===== config.mk =====
export PLATFORM = sky130hd
export DESIGN_NAME = reg_preloader
export DESIGN_NICKNAME = d
export VERILOG_FILES = /design/src/rtl/reg_preload_pkg.sv /design/src/rtl/preload_wport_mux.sv /design/src/rtl/reg_preloader.sv
export SDC_FILE = /design/constraint.sdc
export NUM_CORES = 1
export LEC_CHECK = 0
export BUFFER_PORTS_ARGS = -buffer_cell sky130_fd_sc_hd__buf_2
export CAP_MARGIN = 10
export CORE_UTILIZATION = 31
export DETAILED_ROUTE_END_ITERATION = 10
export GPL_ROUTABILITY_DRIVEN = 0
export PLACE_DENSITY = 0.81
export SETUP_SLACK_MARGIN = 0.2
export SLEW_MARGIN = 20
export SYNTH_ARGS = -nofsm -noshare
export SYNTH_HDL_FRONTEND = slang
export SYNTH_SLANG_ARGS = --single-unit
export TNS_END_PERCENT = 30

===== constraint.sdc =====
create_clock -name clock -period 2.2 [get_ports clock]
set_input_delay 0.33 -clock clock [delete_from_list [all_inputs] [get_ports clock]]
set_output_delay 0.33 -clock clock [all_outputs]
set_load 0.005 [all_outputs]

===== src/rtl/reg_preload_pkg.sv =====
`default_nettype none
// ============================================================================
// Module      : reg_preload_pkg
// Description : Shared types and constants for the register-file preloader.
//               Holds the loader state encoding, the number of registers
//               loaded per sequence and the output reset values.
// Revision    : 1.0 - initial release
// ============================================================================
package reg_preload_pkg;

    // Registers seeded by one load sequence (r0..r31).
    localparam int NUM_REGS = 32;

    // CHECK stays in the encoding even when the checksum stage is not built,
    // so the state width and values never change between build variants.
    typedef enum logic [1:0] {
        IDLE  = 2'd0,
        LOAD  = 2'd1,
        CHECK = 2'd2,
        DONE  = 2'd3
    } state_t;

    // Output values while in reset / IDLE.
    localparam logic c_rst_in_ready = 1'b0;
    localparam logic c_rst_cpu_hold = 1'b0;
    localparam logic c_rst_busy     = 1'b0;
    localparam logic c_rst_done     = 1'b0;
    localparam logic c_rst_err      = 1'b0;

endpackage : reg_preload_pkg
`default_nettype wire


===== src/rtl/preload_wport_mux.sv =====
`default_nettype none
// ============================================================================
// Module      : preload_wport_mux
// Description : Combinational selector for the regfile write port. While the
//               loader is active the processor's write port is shut out
//               entirely and the loader's port drives the regfile; otherwise
//               the processor port passes straight through.
// Ports       : i_sel_loader            1 = loader owns the write port
//               i_cpu_we/wreg/wdata     processor write port
//               i_ld_we/wreg/wdata      loader write port
//               o_we/o_wreg/o_wdata     to the regfile
// Revision    : 1.0 - initial release
// ============================================================================
module preload_wport_mux #(
    parameter int IDX_W  = 5,
    parameter int DATA_W = 32
) (
    input  logic              i_sel_loader,
    input  logic              i_cpu_we,
    input  logic [IDX_W-1:0]  i_cpu_wreg,
    input  logic [DATA_W-1:0] i_cpu_wdata,
    input  logic              i_ld_we,
    input  logic [IDX_W-1:0]  i_ld_wreg,
    input  logic [DATA_W-1:0] i_ld_wdata,
    output logic              o_we,
    output logic [IDX_W-1:0]  o_wreg,
    output logic [DATA_W-1:0] o_wdata
);

    always_comb begin
        if (i_sel_loader) begin
            o_we    = i_ld_we;
            o_wreg  = i_ld_wreg;
            o_wdata = i_ld_wdata;
        end else begin
            o_we    = i_cpu_we;
            o_wreg  = i_cpu_wreg;
            o_wdata = i_cpu_wdata;
        end
    end

endmodule : preload_wport_mux
`default_nettype wire


===== src/rtl/reg_preloader.sv =====
`default_nettype none
// ============================================================================
// Module      : reg_preloader
// Description : Register-file preloader. A start pulse in IDLE stalls the
//               processor, accepts NUM_REGS words over a valid/ready stream
//               and writes word k into register k (word 0 is consumed but r0
//               is never written), then pulses done and releases the
//               processor. Outside a sequence the processor write port passes
//               through untouched.
// Build option: PRELOAD_CHECKSUM_EN - when defined, one extra stream word is
//               accepted after the last register and compared against the
//               32-bit wrapping sum of all loaded words; a mismatch sets the
//               sticky err flag (cleared by the next start).
// Ports       : clock, reset (async, active low)
//               start                       begin a sequence (IDLE only)
//               in_valid/in_data/in_ready   load stream
//               cpu_we/cpu_wreg/cpu_wdata   processor write port
//               ctrl_writeEnable/ctrl_writeReg/data_writeReg  regfile port
//               cpu_hold, busy, done, err   status
// Revision    : 1.0 - initial release
// ============================================================================
module reg_preloader #(
    parameter int NUM_REGS = reg_preload_pkg::NUM_REGS,
    parameter int IDX_W    = 5,
    parameter int DATA_W   = 32
) (
    input  logic              clock,
    input  logic              reset,
    input  logic              start,
    input  logic              in_valid,
    input  logic [DATA_W-1:0] in_data,
    output logic              in_ready,
    input  logic              cpu_we,
    input  logic [IDX_W-1:0]  cpu_wreg,
    input  logic [DATA_W-1:0] cpu_wdata,
    output logic              ctrl_writeEnable,
    output logic [IDX_W-1:0]  ctrl_writeReg,
    output logic [DATA_W-1:0] data_writeReg,
    output logic              cpu_hold,
    output logic              busy,
    output logic              done,
    output logic              err
);

    import reg_preload_pkg::*;

    localparam logic [IDX_W-1:0] c_last_idx = IDX_W'(NUM_REGS - 1);

`ifdef PRELOAD_CHECKSUM_EN
    localparam state_t c_after_load = CHECK;
`else
    localparam state_t c_after_load = DONE;
`endif

    state_t           r_state;
    state_t           w_state_nxt;
    logic [IDX_W-1:0] r_idx;
    logic             w_start_seq;
    logic             w_load_hs;
    logic             w_ld_we;

    // Starting a sequence and accepting a LOAD word only depend on state
    // and the request inputs, never on in_ready, so status outputs stay a
    // pure decode of registered state.
    assign w_start_seq = (r_state == IDLE) && start;
    assign w_load_hs   = (r_state == LOAD) && in_valid;
    // Word 0 is drained from the stream but r0 stays untouched.
    assign w_ld_we     = w_load_hs && (r_idx != '0);

    // ------------------------------------------------------------------
    // State register
    // ------------------------------------------------------------------
    always_ff @(posedge clock or negedge reset) begin
        if (!reset) begin
            r_state <= IDLE;
        end else begin
            r_state <= w_state_nxt;
        end
    end

    // ------------------------------------------------------------------
    // Next state and status decode
    // ------------------------------------------------------------------
    always_comb begin
        w_state_nxt = r_state;
        in_ready    = c_rst_in_ready;
        cpu_hold    = c_rst_cpu_hold;
        busy        = c_rst_busy;
        done        = c_rst_done;
        case (r_state)
            IDLE: begin
                if (start) begin
                    w_state_nxt = LOAD;
                end
            end
            LOAD: begin
                in_ready = 1'b1;
                cpu_hold = 1'b1;
                busy     = 1'b1;
                // Leave on the last word, before idx wraps back to 0.
                if (in_valid && (r_idx == c_last_idx)) begin
                    w_state_nxt = c_after_load;
                end
            end
`ifdef PRELOAD_CHECKSUM_EN
            CHECK: begin
                in_ready = 1'b1;
                cpu_hold = 1'b1;
                busy     = 1'b1;
                if (in_valid) begin
                    w_state_nxt = DONE;
                end
            end
`endif
            DONE: begin
                done        = 1'b1;
                cpu_hold    = 1'b1;
                busy        = 1'b1;
                w_state_nxt = IDLE;
            end
            default: begin
                w_state_nxt = IDLE;
            end
        endcase
    end

    // ------------------------------------------------------------------
    // Register index
    // ------------------------------------------------------------------
    always_ff @(posedge clock or negedge reset) begin
        if (!reset) begin
            r_idx <= '0;
        end else if (w_start_seq) begin
            r_idx <= '0;
        end else if (w_load_hs) begin
            r_idx <= r_idx + 1'b1;
        end
    end

    // ------------------------------------------------------------------
    // Optional checksum stage
    // ------------------------------------------------------------------
`ifdef PRELOAD_CHECKSUM_EN
    logic [31:0] r_sum;
    logic        r_err;
    logic [31:0] w_word32;

    assign w_word32 = 32'(in_data);

    always_ff @(posedge clock or negedge reset) begin
        if (!reset) begin
            r_sum <= '0;
            r_err <= c_rst_err;
        end else if (w_start_seq) begin
            r_sum <= '0;
            r_err <= 1'b0;
        end else begin
            if (w_load_hs) begin
                r_sum <= r_sum + w_word32;
            end
            // Sticky: only a new start clears it.
            if ((r_state == CHECK) && in_valid && (w_word32 != r_sum)) begin
                r_err <= 1'b1;
            end
        end
    end

    assign err = r_err;
`else
    assign err = c_rst_err;
`endif

    // ------------------------------------------------------------------
    // Regfile write-port selection. busy covers DONE as well, so a
    // processor write issued while held is dropped rather than replayed.
    // ------------------------------------------------------------------
    preload_wport_mux #(
        .IDX_W  (IDX_W),
        .DATA_W (DATA_W)
    ) u_wport_mux (
        .i_sel_loader (busy),
        .i_cpu_we     (cpu_we),
        .i_cpu_wreg   (cpu_wreg),
        .i_cpu_wdata  (cpu_wdata),
        .i_ld_we      (w_ld_we),
        .i_ld_wreg    (r_idx),
        .i_ld_wdata   (in_data),
        .o_we         (ctrl_writeEnable),
        .o_wreg       (ctrl_writeReg),
        .o_wdata      (data_writeReg)
    );

endmodule : reg_preloader
`default_nettype wire


## After elaboration in Yosys (flattened, before gate mapping)

Cells that the tools add are included.
W data, S select, Z words.

- Bits in registers: 7
- Latch bits: 0
- Memory bits (writable): 0
- Memory bits (read-only): 0
- Output and inout port bits: 43
- Memories kept: 0

- Add/subtract/negate cells: 1
- Multiply operators: 0
- Div/mod/pow operators: 0
- Order comparisons: 0
- Equality and inequality tests: 5
- Shifts and indexed selects: 0
- Mux-type cells: 11
- Bitwise logic cells: 0
- Reductions and logical operators: 9

Operators with widths:

| kind | number |
|---|---|
| $mux W32 | 1 |
| $mux W5 | 3 |
| $add A5 B1 Y5 const B | 1 |
| $eq A5 B5 Y1 const B | 1 |
| $reduce_bool A5 Y1 | 1 |
| $logic_and A1 B1 Y1 | 4 |
| $mux W1 | 4 |
| $mux W2 | 2 |
| $pmux W2 S2 | 1 |
| $eq A2 B1 Y1 const B | 1 |
| $eq A2 B2 Y1 const B | 1 |
| $logic_not A2 Y1 | 1 |
| $ne A2 B1 Y1 const B | 1 |
| $ne A2 B2 Y1 const B | 1 |
| $reduce_and A2 Y1 | 1 |
| $reduce_bool A2 Y1 | 1 |
| $reduce_or A2 Y1 | 1 |

## Logic depth before layout (Yosys ltp)

- Depth in word-level cells: 4
- Depth in mapped cells: 5
- Mapped depth without buffers: 5

## Modules after synthesis

A second synthesis with hierarchy kept.

- Cell total of the unflattened synthesis: 85
- Area total of the unflattened synthesis: 957.2 um^2

Modules (own cells, without submodules):

| module | times used | cells an instance | area each (um^2) | sequential area each (um^2) |
|---|---|---|---|---|
| preload_wport_mux | 1 | 42 | 541.8 | 0.0 |
| reg_preloader | 1 | 43 | 415.4 | 175.2 |

## Worst setup path before layout

Ideal clock, no wire load.

- Path type: flip-flop to output port
- From: reg r_idx[0]
- To: out ctrl_writeEnable
- Arrival time: 1.204 ns
- Data required time: 1.870 ns
- Path slack: 0.666 ns
- Stages on the path, launching flop included: 6
- Path through: dfrtp_1 inv_1 ha_1 or4b_1 nand3_1 o21ai_0

- Longest elaborated chain between the ends: 3

RTL lines:

| what | line | RTL |
|---|---|---|
| start: declaration | reg_preloader.sv:57 | `logic [IDX_W-1:0] r_idx;` |
| start signal: assignment | reg_preloader.sv:136 | `r_idx <= r_idx + 1'b1;` |
| $reduce_bool A5 Y1 | reg_preloader.sv:68 | `assign w_ld_we = w_load_hs && (r_idx != '0);` |
| $logic_and A1 B1 Y1 | reg_preloader.sv:68 |  |
| $mux W1 | preload_wport_mux.sv:31 | `if (i_sel_loader) begin` |
| end: declaration | reg_preloader.sv:36 | `output logic ctrl_writeEnable,` |

Every way passes these cells.

## Worst setup path in the final report

Same ends and word-level chain as after synthesis.

==> impl.org <==
** Outcome
- The flow ran to the end, and the final reports show no timing, DRC or antenna violations.

** Setup path
- On the critical path the largest part of the delay comes from simple AND/OR/NAND/NOR gates.
- Critical Path Fanout Max :: 3
- The signal on the critical path passes through inv_2, ha_1, or4b_1, nand3_1, o21ai_0, buf_2.
- Startpoint Class :: flop
- Slowest library cell on the worst path :: sky130_fd_sc_hd__or4b_1
- Worst flop-to-flop path startpoint :: r_idx[1]$_DFFE_PN0P_
- Counting both buffers and inverters, the worst setup path holds a total of 2.
- Worst EP arrival :: ~1.6 ns
- Maximum cell stage delay along the critical path :: 0.43 ns
- Critical path data required time :: ~1.9 ns
- CP Class :: flop to output port
- The critical path starts at r_idx[0]$_DFFE_PN0P_.
- Element type at the critical path end :: output port

** Synth
- Count of cell types in the netlist :: 26
- Yosys top cell area share :: ~48%
- For this run, the number of Yosys warnings is 0.
- Counting every net in the synthesized netlist gives 164.
- Top post-synthesis cells by area :: sky130_fd_sc_hd__mux2_2, sky130_fd_sc_hd__dfrtp_1, sky130_fd_sc_hd__ha_1
- Register area share after synthesis :: about a fifth
- Counting flops and latches in the post-synthesis netlist gives 7.
- After synthesis the cells add up to approximately 860 sq um.
- Mean post-synth cell area :: between 9 and 10 sq um
- Synthesized instance count :: 87
- The largest total area in the synthesized netlist belongs to sky130_fd_sc_hd__mux2_2.

** Power
- Relative contribution of the clock network to total power :: between 10% and 20%
- Share of power burned in registers :: 30.0%
- VDD sags by at most approximately 0.4 mV.
- Net switching is between 30% and 40% of the power.
- Cell internal power was estimated by the tool at just under 0.0005 W.
- Comb power frac :: a little over half
- Total Power :: approximately 0.00075 W
- In this run the static leakage power is ~0.86 nW.
- For this design the ratio of total power to cell area is approximately 500 nW/um^2.
- Switching power :: between 0.0002 and 0.0003 W

** Route
- Count of antenna-violating nets left after detailed routing :: 0
- Number of DRC markers after the initial detailed-route iteration :: 7
- TritonRoute pass-1 iters :: 3
- Average vias per placed instance :: approximately 4.7
- After detailed routing, the total wire length is between 3 and 4 mm.
- DR DRC count :: 0
- Routed length per placed instance :: about 13 microns
- The routed layout has 1,079 vias.

** Finish
- In the final layout, the share of cells above drive strength 1 is between 80% and 90%.
- The library cell used most frequently in the layout, excluding fill and tap cells, is sky130_fd_sc_hd__buf_2.
- Leading cell types in the layout, fill and taps excluded :: sky130_fd_sc_hd__buf_2, sky130_fd_sc_hd__mux2_2, sky130_fd_sc_hd__dfrtp_1
- For this run, the post-layout net count is between 200 and 300.
- Layout area overhead :: 73.9%
- After routing the design area is ~1500 sq um.
- The repair_antennas step left the layout with diodes totalling 0.

** Clocking
- Post-CTS clock slew at the launch and capture registers of the worst setup and hold paths :: 0.05 ns
- TritonCTS clock tree :: built
- Number of buffers on the longest clock path :: 2
- Inserted Clock Buffers :: 3
- Clock network latency to the later pin of the worst-skew pair :: approximately 0.25 ns
- For this design, the sink count on the clock tree is 7.
- H-tree lvl count :: 1
- Clock tree synthesis selected as its root buffer the cell sky130_fd_sc_hd__clkbuf_4.

** STA
- Setup violations remaining at the end of the flow were counted as 0.
- The final hold violation count is 0.
- Setup repair after global routing left no endpoint under its margin.
- Part of the cycle the worst path needs :: a little under 90%
- Number of pins with negative max-slew slack in the final report :: 0
- Derived from the worst setup path, the maximum achievable clock frequency is 522 MHz.
- Fin Setup TNS :: 0 ns
- Clock skew on the completed layout was measured at 0.00136 ns.
- For the finished layout, the period the worst path requires is about 1.9 ns.

** GRT
- Across every metal layer, demand over resource in global routing totals 18.4%.
- Number of global-route vias before repair :: 948
- Global routing finished with a remaining overflow of 0.
- Initial antenna violation count :: 0
- Entering global routing, the biggest net connects 36 pins.
- The first global-routing pass estimated about 4.0 mm of wire.

** Place
- In this run the tool buffered the top-level ports with 115 buffer cells.
- HPWL after detailed placement :: approximately 2.6 mm
- In this run the cell area measured after placement is approximately 1400 sq um.

** Die
- In this run the vertical extent of the chip is 54.7 microns.
- Top-level I/O count :: 117
- Starting density of the core :: ~34%
- The die covers 2990 sq um.
- Cell row count :: 18
- The floorplan step set the die width to roughly 55 microns.
- In this run the standard cell core region covers 2540 sq um.

** Hold path
- The path class of the tightest hold or removal check is primary input to flop.
- Hold_sp :: start

** Flow run
- The tool flagged a number of max-cap violations equal to 0.
path summary, 6_finish.rpt:
path                                          end  slack (ns)  cells past startpoint
setup / recovery                 ctrl_writeEnable        0.29                      6
hold / removal             r_state[0]$_DFFE_PN0P_        0.42                      3
setup reg to reg             r_idx[4]$_DFFE_PN0P_        0.47                      6
hold reg to reg              r_idx[4]$_DFFE_PN0P_        0.56                      1
max in group asynchronous  r_state[0]$_DFFE_PN0P_        1.58                      2
min in group asynchronous  r_state[1]$_DFFE_PN0P_        0.45                      2
through the flow:
step,hold WS [ns],cells,util [%],worst slack (ns)
after detailed placement,0.173,225,56.7,0.501
after CTS,0.420,230,58.2,0.225
after global routing,0.434,232,58.8,0.214
after floorplan,0.0344,87,-,0.666
final,0.423,232,58.8,0.286
after global placement,0.171,225,56.7,0.508
registers in the layout (all words and copies together), names as in the netlist:
name     flops
r_state      2
r_idx        5
per-layer routing:
metal,vias to the layer above,global-route usage (%),wire length (microns)
li1,544,-,-
met1,488,18.3,1040
met2,45,37.8,1670
met3,2,5.28,308
met4,0,1.28,17
met5,-,0,0
power groups by stage:
stage	Combinational [W]	Clock [W]	Sequential (W)
after floorplan	0.000220	0	0.000207
after global placement	0.000375	0	0.000226
after detailed placement	0.000384	0	0.000228
after CTS	0.000390	0.000117	0.000226
after global routing	0.000460	0.000124	0.000232
final	0.000411	0.000113	0.000224
cells in the mapped netlist:
master / number
sky130_fd_sc_hd__mux2_2: 37
sky130_fd_sc_hd__dfrtp_1: 7
sky130_fd_sc_hd__inv_1: 5
sky130_fd_sc_hd__buf_2: 4
sky130_fd_sc_hd__nand3_1: 4
sky130_fd_sc_hd__ha_1: 3
sky130_fd_sc_hd__nand2_1: 3
sky130_fd_sc_hd__a22o_1: 2
sky130_fd_sc_hd__and3_1: 2
sky130_fd_sc_hd__buf_4: 2
sky130_fd_sc_hd__o21ai_0: 2
sky130_fd_sc_hd__o22ai_1: 2
sky130_fd_sc_hd__a21oi_1: 1
sky130_fd_sc_hd__a22oi_1: 1
sky130_fd_sc_hd__and2_1: 1
sky130_fd_sc_hd__buf_6: 1
sky130_fd_sc_hd__clkbuf_1: 1
sky130_fd_sc_hd__conb_1: 1
sky130_fd_sc_hd__inv_2: 1
sky130_fd_sc_hd__mux2i_1: 1
sky130_fd_sc_hd__nand4_1: 1
sky130_fd_sc_hd__nor2_1: 1
sky130_fd_sc_hd__nor2b_1: 1
sky130_fd_sc_hd__o21bai_1: 1
sky130_fd_sc_hd__or4_1: 1
sky130_fd_sc_hd__or4b_1: 1
logic make-up (layout without fill, tap and decap cells):
logic type	count (synthesis)	after routing	share of synthesized area (%)
AOI/OAI and AO/OA	9	9	6.99
adders and majority gates	3	3	4.37
buffers and inverters	14	129	8.44
DFF	7	7	20.4
muxes	38	38	49.6
other	1	1	0.436
and+or+nand+nor	15	15	9.75
worst min-delay path: stages:
cell	delay (ns)
sky130_fd_sc_hd__buf_2	0.08
sky130_fd_sc_hd__o21bai_1	0.10
sky130_fd_sc_hd__inv_1	0.11
repair_timing:
item | in CTS | in global routing
endpoints found under the setup margin | 0 | 1
endpoints found under the hold margin | 7 | 0
buffers inserted | 0 | 2
gates resized for setup | 0 | 2
hold buffers | 1 | 0
layout make-up:
| cell class | count | area, sq um |
|---|---|---|
| flip-flops and latches | 7 | 176 |
| fillers | 245 | 1050 |
| multi-input cells | 66 | 612 |
| repair buffers | 119 | 621 |
| well taps | 30 | 37.5 |
| clock buffers | 4 | 26.3 |
| inverters | 6 | 22.5 |
Power figures use the tool's default switching activity.
